===== config.mk =====
export PLATFORM = sky130hd
export DESIGN_NAME = qr_row_collector
export DESIGN_NICKNAME = d
export VERILOG_FILES = /design/src/rtl/qr_pkg.sv /design/src/rtl/qr_latency_counter.sv /design/src/rtl/qr_row_collector.sv
export SDC_FILE = /design/constraint.sdc
export NUM_CORES = 1
export LEC_CHECK = 0
export BUFFER_PORTS_ARGS = -buffer_cell sky130_fd_sc_hd__buf_4
export CELL_PAD_IN_SITES_DETAIL_PLACEMENT = 0
export CELL_PAD_IN_SITES_GLOBAL_PLACEMENT = 1
export CORE_ASPECT_RATIO = 0.5
export CORE_MARGIN = 1
export CORE_UTILIZATION = 56
export CTS_BUF_LIST = sky130_fd_sc_hd__clkbuf_8
export CTS_CLUSTER_DIAMETER = 100
export CTS_CLUSTER_SIZE = 8
export DETAILED_ROUTE_END_ITERATION = 7
export PLACE_DENSITY = 0.88
export SETUP_SLACK_MARGIN = 0.05
export SLEW_MARGIN = 5
export SYNTH_ARGS = -nofsm -noshare
export SYNTH_HDL_FRONTEND = slang
export SYNTH_SLANG_ARGS = --single-unit

===== constraint.sdc =====
create_clock -name clk -period 6.6 [get_ports clk]
set_input_delay 0.99 -clock clk [delete_from_list [all_inputs] [get_ports clk]]
set_output_delay 0.99 -clock clk [all_outputs]
set_load 0.02 [all_outputs]

===== src/rtl/qr_pkg.sv =====
// ============================================================================
//  Package    : qr_pkg
//  Description: Shared types, widths and element helpers for qr_row_collector.
//  Revision   : 1.0 - initial release
// ============================================================================
`default_nettype none

package qr_pkg;

  localparam int LENGTH = 13;
  localparam int BUS    = 4;
  localparam int N_ROW  = 8;
  localparam int CNT_W  = 9;
  localparam int ROW_W  = BUS * LENGTH;

  typedef logic [LENGTH-1:0] elem_t;
  typedef logic [ROW_W-1:0]  row_t;

  typedef enum logic [1:0] {
    IDLE    = 2'd0,
    CAPTURE = 2'd1,
    READY   = 2'd2
  } state_t;

  function automatic elem_t get_elem(row_t row, logic [1:0] k);
    return row[int'(k)*LENGTH +: LENGTH];
  endfunction

  // Clipped CORDIC results sit at the two's-complement extremes.
  function automatic logic is_sat(elem_t e);
    return (e == elem_t'(13'h0FFF)) || (e == elem_t'(13'h1000));
  endfunction

  function automatic logic row_has_sat(row_t row);
    logic hit;
    hit = 1'b0;
    for (int k = 0; k < BUS; k++) begin
      hit = hit | is_sat(row[k*LENGTH +: LENGTH]);
    end
    return hit;
  endfunction

endpackage

`default_nettype wire


===== src/rtl/qr_latency_counter.sv =====
// ============================================================================
//  Module     : qr_latency_counter
//  Description: Start/stop saturating cycle counter; the stop edge still counts.
//  Revision   : 1.0 - initial release
// ============================================================================
`default_nettype none

module qr_latency_counter
  import qr_pkg::*;
#(
  parameter int WIDTH = CNT_W
) (
  input  logic             clk,
  input  logic             rst_n,
  input  logic             start_i,
  input  logic             stop_i,
  output logic [WIDTH-1:0] count_o
);

  logic             running_q;
  logic [WIDTH-1:0] count_q;

  always_ff @(posedge clk) begin
    if (rst_n) begin
      running_q <= 1'b0;
      count_q   <= '0;
    end else if (start_i) begin
      count_q   <= '0;
      running_q <= !stop_i;
    end else if (running_q) begin
      if (count_q != '1) begin
        count_q <= count_q + WIDTH'(1);
      end
      if (stop_i) begin
        running_q <= 1'b0;
      end
    end
  end

  assign count_o = count_q;

endmodule

`default_nettype wire


===== src/rtl/qr_row_collector.sv =====
// ============================================================================
//  Module     : qr_row_collector
//  Description: Captures the 8-row QR_CORDIC result burst and serves element
//               reads; measures start-to-result latency.
//               Optional build macro QR_COLLECT_SAT_FLAG_EN adds sat_flag/sat_any.
//  Revision   : 1.0 - initial release
// ============================================================================
`default_nettype none

module qr_row_collector
  import qr_pkg::*;
(
  input  logic             clk,
  input  logic             rst_n,
  input  logic             start,
  input  logic             out_vallid,
  input  logic [ROW_W-1:0] out,
  input  logic             clr,
  input  logic             rd_req,
  input  logic [2:0]       rd_row,
  input  logic [1:0]       rd_col,
  output logic             rd_ack,
  output logic [LENGTH-1:0] rd_data,
  output logic             rd_err,
  output logic             done,
  output logic             overrun,
  output logic [CNT_W-1:0] calc_cycles
`ifdef QR_COLLECT_SAT_FLAG_EN
  ,
  output logic             sat_flag,
  output logic             sat_any
`endif
);

  state_t     state_q;
  logic [2:0] beat_q;
  logic       ov_prev_q;
  logic       done_q;
  logic       overrun_q;
  logic       rd_ack_q;
  logic       rd_err_q;
  elem_t      rd_data_q;
  row_t       row_buf_q [N_ROW];

  logic       w_burst_start;
  logic       w_wr_en;
  logic [2:0] w_wr_idx;
  elem_t      w_rd_elem;

  // A burst is announced by the rising edge of out_vallid, so a held level
  // after capture does not retrigger.
  assign w_burst_start = out_vallid & ~ov_prev_q;
  assign w_rd_elem     = get_elem(row_buf_q[rd_row], rd_col);

  always_comb begin
    w_wr_en  = 1'b0;
    w_wr_idx = 3'(N_ROW-1);
    if (!clr) begin
      if (state_q == CAPTURE) begin
        w_wr_en  = 1'b1;
        w_wr_idx = 3'(N_ROW-1) - beat_q;
      end else if (w_burst_start) begin
        w_wr_en  = 1'b1;
      end
    end
  end

  always_ff @(posedge clk) begin
    if (!rst_n && w_wr_en) begin
      row_buf_q[w_wr_idx] <= out;
    end
  end

  always_ff @(posedge clk) begin
    if (rst_n) begin
      state_q   <= IDLE;
      beat_q    <= 3'd0;
      ov_prev_q <= 1'b0;
      done_q    <= 1'b0;
      overrun_q <= 1'b0;
      rd_ack_q  <= 1'b0;
      rd_err_q  <= 1'b0;
      rd_data_q <= '0;
    end else begin
      ov_prev_q <= out_vallid;
      if (clr) begin
        state_q <= IDLE;
        beat_q  <= 3'd0;
        done_q  <= 1'b0;
      end else begin
        case (state_q)
          IDLE: begin
            if (w_burst_start) begin
              state_q <= CAPTURE;
              beat_q  <= 3'd1;
            end
          end
          CAPTURE: begin
            beat_q <= beat_q + 3'd1;
            if (beat_q == 3'(N_ROW-1)) begin
              state_q <= READY;
              beat_q  <= 3'd0;
              done_q  <= 1'b1;
            end
          end
          READY: begin
            if (w_burst_start) begin
              state_q   <= CAPTURE;
              beat_q    <= 3'd1;
              done_q    <= 1'b0;
              overrun_q <= 1'b1;
            end
          end
          default: begin
            state_q <= IDLE;
            beat_q  <= 3'd0;
          end
        endcase
      end

      // Reads see the buffer before this edge's write.
      rd_ack_q <= rd_req;
      if (rd_req && (state_q == READY)) begin
        rd_data_q <= w_rd_elem;
        rd_err_q  <= 1'b0;
      end else begin
        rd_data_q <= '0;
        rd_err_q  <= rd_req;
      end
    end
  end

  qr_latency_counter #(
    .WIDTH (CNT_W)
  ) u_latency (
    .clk     (clk),
    .rst_n   (rst_n),
    .start_i (start),
    .stop_i  (out_vallid),
    .count_o (calc_cycles)
  );

`ifdef QR_COLLECT_SAT_FLAG_EN
  logic sat_flag_q;
  logic sat_any_q;

  always_ff @(posedge clk) begin
    if (rst_n) begin
      sat_flag_q <= 1'b0;
      sat_any_q  <= 1'b0;
    end else begin
      sat_flag_q <= rd_req && (state_q == READY) && is_sat(w_rd_elem);
      if (clr) begin
        sat_any_q <= 1'b0;
      end else if (w_wr_en && row_has_sat(out)) begin
        sat_any_q <= 1'b1;
      end
    end
  end

  assign sat_flag = sat_flag_q;
  assign sat_any  = sat_any_q;
`endif

  assign rd_ack  = rd_ack_q;
  assign rd_data = rd_data_q;
  assign rd_err  = rd_err_q;
  assign done    = done_q;
  assign overrun = overrun_q;

endmodule

`default_nettype wire

==> results.md <==
* RSZ-0062 raised after global routing: no
* WHS Path Cells at 2
* Hold slack at 0.491 ns
* Tightest Hold Check Type: reg2reg
* Reg-to-Reg End: row_buf_q[2][19]
* Cell Count, Final, Fillers Out at 1354
* # setup viols final at 0
* Setup TNS at 0 ns
* Root buf cell: clkbuf_8
* Vias per std cell at 6.26
* Actual slew at the worst max-slew pin at 0.981 ns
* Pre-antenna DRT Iters at 5
* DRC at 0
* Max incr delay on CP at 0.64 ns
* CP max-delay cell: buf_4
* Worst-path clk slew at 0.07 ns
* Pwr/cell area at 277 nW/um2
* Tmin final at 3.08 ns
* Buffers on Ports at 88
* H-tree depth at 3
* P&R area growth vs syn at 12.5%
* Post-CTS Hold Buffers at 0
* Most frequent CP cell: buf_4
* Status: finished clean
* Worst Hold Launch: u_latency.running_q
* Critical-path maximum fanout at 35
* Final Hold Vio Count at 0
* Fin nets at 994
* Ys Warns at 0
* Global-route congestion overflow total at 0
* Post-CTS setup buffer count at 0
* Syn avg cell area at 21.4 um2
* Reg2reg path depth at 4
* Antenna Violating Nets Remaining at 0
* WP data required at 6.82 ns
* Share of layout cells above drive strength 1 at 28.7%
* Final RePlAce weighted congestion at 0.757
* Fillers at 1870
* Diodes inserted at 0
* Worst Setup End Kind: flip-flop
* Largest net degree at the start of global routing at 56
* Layout Skew at 0.0186 ns
* Sink Count at 449
* Die width at 249 um
* FF/Latch Area at 13200 um2
* Post-DP HPWL at 19900 um
* DIE HEIGHT at 125 um
* CTS Buf Count at 66
* Crit path buffers/inverters at 2
* First-pass GRT wire length at 52700 um
* Worst path cell trace: buf_4 -> or2_2 -> or3_1 -> nor2_4 -> buf_4
* Slew headroom at 34.6%
* Skew-Pair Late Insertion Delay at 0.59 ns
* Multi-input logic area at 3650 um2
* Core area at 29500 um2
* Max_cap viols at 0
* Vias at 8473
* Placed insts at 1250
* Syn Inst Count at 797
* CTS tree: built
* Fmax at 0.325 GHz
* Routed wire length at 35100 um
* Global Route Usage Sum at 23.2%
* Pleak at 0.00642 uW
* Post-route clock period utilization at 46.6%
* Post-CTS resize count at 0
* Kind of critical path: in2reg
* Delay-heaviest family, CP: simple AND/OR/NAND/NOR gates
* Worst path arrival time at 3.30 ns
* Number of cell rows at 44
* Startpoint Class: primary input
* Mapped cell area at 17100 um2
* WL per Instance at 25.9 um
* Die ar. at 31200 um2
* Vias in the first global route at 8786
* Endpoint, Worst Hold: u_latency.running_q
* Clock Path Buffers at 3
* Pins Over Slew Limit at 0
* Reg2reg setup slack at 3.93 ns
* Max VDD drop at 0.000121 V
* FF+latch count, synth at 449
* Syn Nets at 864
* Boundary pin count at 89
* Register area share after synthesis at 77.1%
* Crit Reg-Reg Startpoint: state_q[1]
* Initial DRC count at 883
* Starting Density at 57.9%
* Initial antenna violation count at 1
* Synth unique cells at 37
## cells by family (layout without fill, tap and decap cells)
logic type	count (synthesis)	after routing	synth area share, %
DFF	449	449	77.1
buffers and inverters	44	210	1.77
AOI/OAI and AO/OA	73	73	3.15
xor gates and xnor gates	6	6	0.308
muxes	145	145	15.3
adders and majority gates	4	4	0.294
and+or+nand+nor	76	76	2.09
## sequential cells by signal, summed over array words and instances (netlist names), 2 cells and up
name / flops
state_q: 2
u_latency.count_o: 9
row_buf_q: 416
rd_data: 13
beat_q: 3
## layout make-up
cell class / instances / area share, %
timing repair buffer: 103 / 4.03
sequential: 449 / 68.6
tap: 391 / 2.55
multi-input combinational: 304 / 19.1
inverter: 3 / 0.0587
clock buffer: 69 / 4.95
clock inverter: 35 / 0.750
## cells in the mapped netlist, drive strengths merged
| library cell | n | area (um2) |
|---|---|---|
| edfxtp | 416 | 12500 |
| mux4 | 91 | 2060 |
| mux2i | 54 | 541 |
| dfxtp | 33 | 661 |
| buf | 31 | 253 |
| nor2 | 30 | 115 |
| nand2 | 17 | 63.8 |
| a31oi | 14 | 87.6 |
| a221o | 13 | 130 |
| a22oi | 13 | 97.6 |
| o21ai | 11 | 55.1 |
| clkbuf | 10 | 37.5 |
| nor2b | 9 | 56.3 |
| a221oi | 8 | 70.1 |
| a21oi | 7 | 35.0 |
| o2111ai | 5 | 43.8 |
| xor2 | 5 | 43.8 |
| ha | 4 | 50.1 |
| nand2b | 4 | 25.0 |
| inv | 3 | 11.3 |
| nand4 | 3 | 18.8 |
| or2 | 3 | 18.8 |
| or3 | 3 | 18.8 |
| a32oi | 2 | 17.5 |
| and3 | 2 | 12.5 |
| nor3 | 2 | 10.0 |
| and2 | 1 | 6.26 |
| nand3 | 1 | 5.00 |
| nor4 | 1 | 6.26 |
| xnor2 | 1 | 8.76 |
## stage by stage
| stage | area, um2 | setup WS, ns | power, uW | utilization, % |
|---|---|---|---|---|
| after floorplan | 17100 | 0.875 | 3330 | - |
| after global placement | 18100 | 2.96 | 3410 | 61.4 |
| after detailed placement | 18100 | 2.94 | 3420 | 61.4 |
| after CTS | 19200 | 3.58 | 5340 | 65.1 |
| after global routing | 19200 | 3.42 | 5470 | 65.1 |
| final | 19200 | 3.52 | 5300 | 65.1 |
## layout by cell type (no fill, tap or decap), types with 3 or more instances in the layout
cell type | netlist | final
inv_1 | 2 | 34
nand2_1 | 17 | 17
o2111ai_1 | 5 | 5
nor2b_1 | 9 | 9
o21ai_0 | 11 | 11
clkbuf_8 | 0 | 69
a21oi_1 | 7 | 7
nor2_1 | 29 | 22
mux4_2 | 88 | 88
mux4_1 | 3 | 3
nor2_4 | 0 | 7
or3_1 | 3 | 3
a22oi_1 | 13 | 13
nand4_1 | 3 | 3
a221oi_1 | 8 | 8
or2_2 | 3 | 3
ha_1 | 4 | 4
a31oi_1 | 14 | 14
edfxtp_1 | 416 | 416
a221o_1 | 13 | 13
nand2b_1 | 4 | 4
mux2i_1 | 54 | 54
xor2_1 | 5 | 5
buf_4 | 12 | 103
dfxtp_1 | 33 | 33
## routing by layer
layer	routed length, um	vias to the layer above	part of all wire (%)	global-route usage (%)
li1	-	3586	-	-
met2	16500	417	47	35.5
met4	676	2	1.9	7.60
met5	13	-	0.037	0
met3	3250	65	9.3	6.56
met1	14700	4403	42	32.6
## worst max-delay path by stage
stage,endpoint,cells past startpoint,slack (ns),startpoint
floorplan,row_buf_q[5][0],5,0.88,clr
global placement,rd_data[4],6,2.96,rd_row[1]
detailed placement,row_buf_q[2][15],5,2.94,clr
CTS,row_buf_q[2][9],5,3.58,clr
global route,rd_data[4],6,3.42,rd_row[1]
finish,row_buf_q[2][19],5,3.52,clr
## power breakdown
group	leakage (uW)	switching, uW	internal (uW)
Combinational	0.00173	134	100
Clock	0.000671	989	955
Sequential	0.00401	4.44	3120
## tightest hold or removal path, cell delays in order, from the launching register on
cell and delay [ns]:
dfxtp_1 0.31, nor2_1 0.09, nor3_1 0.04
No activity file was read; power rests on OpenSTA's default activity.
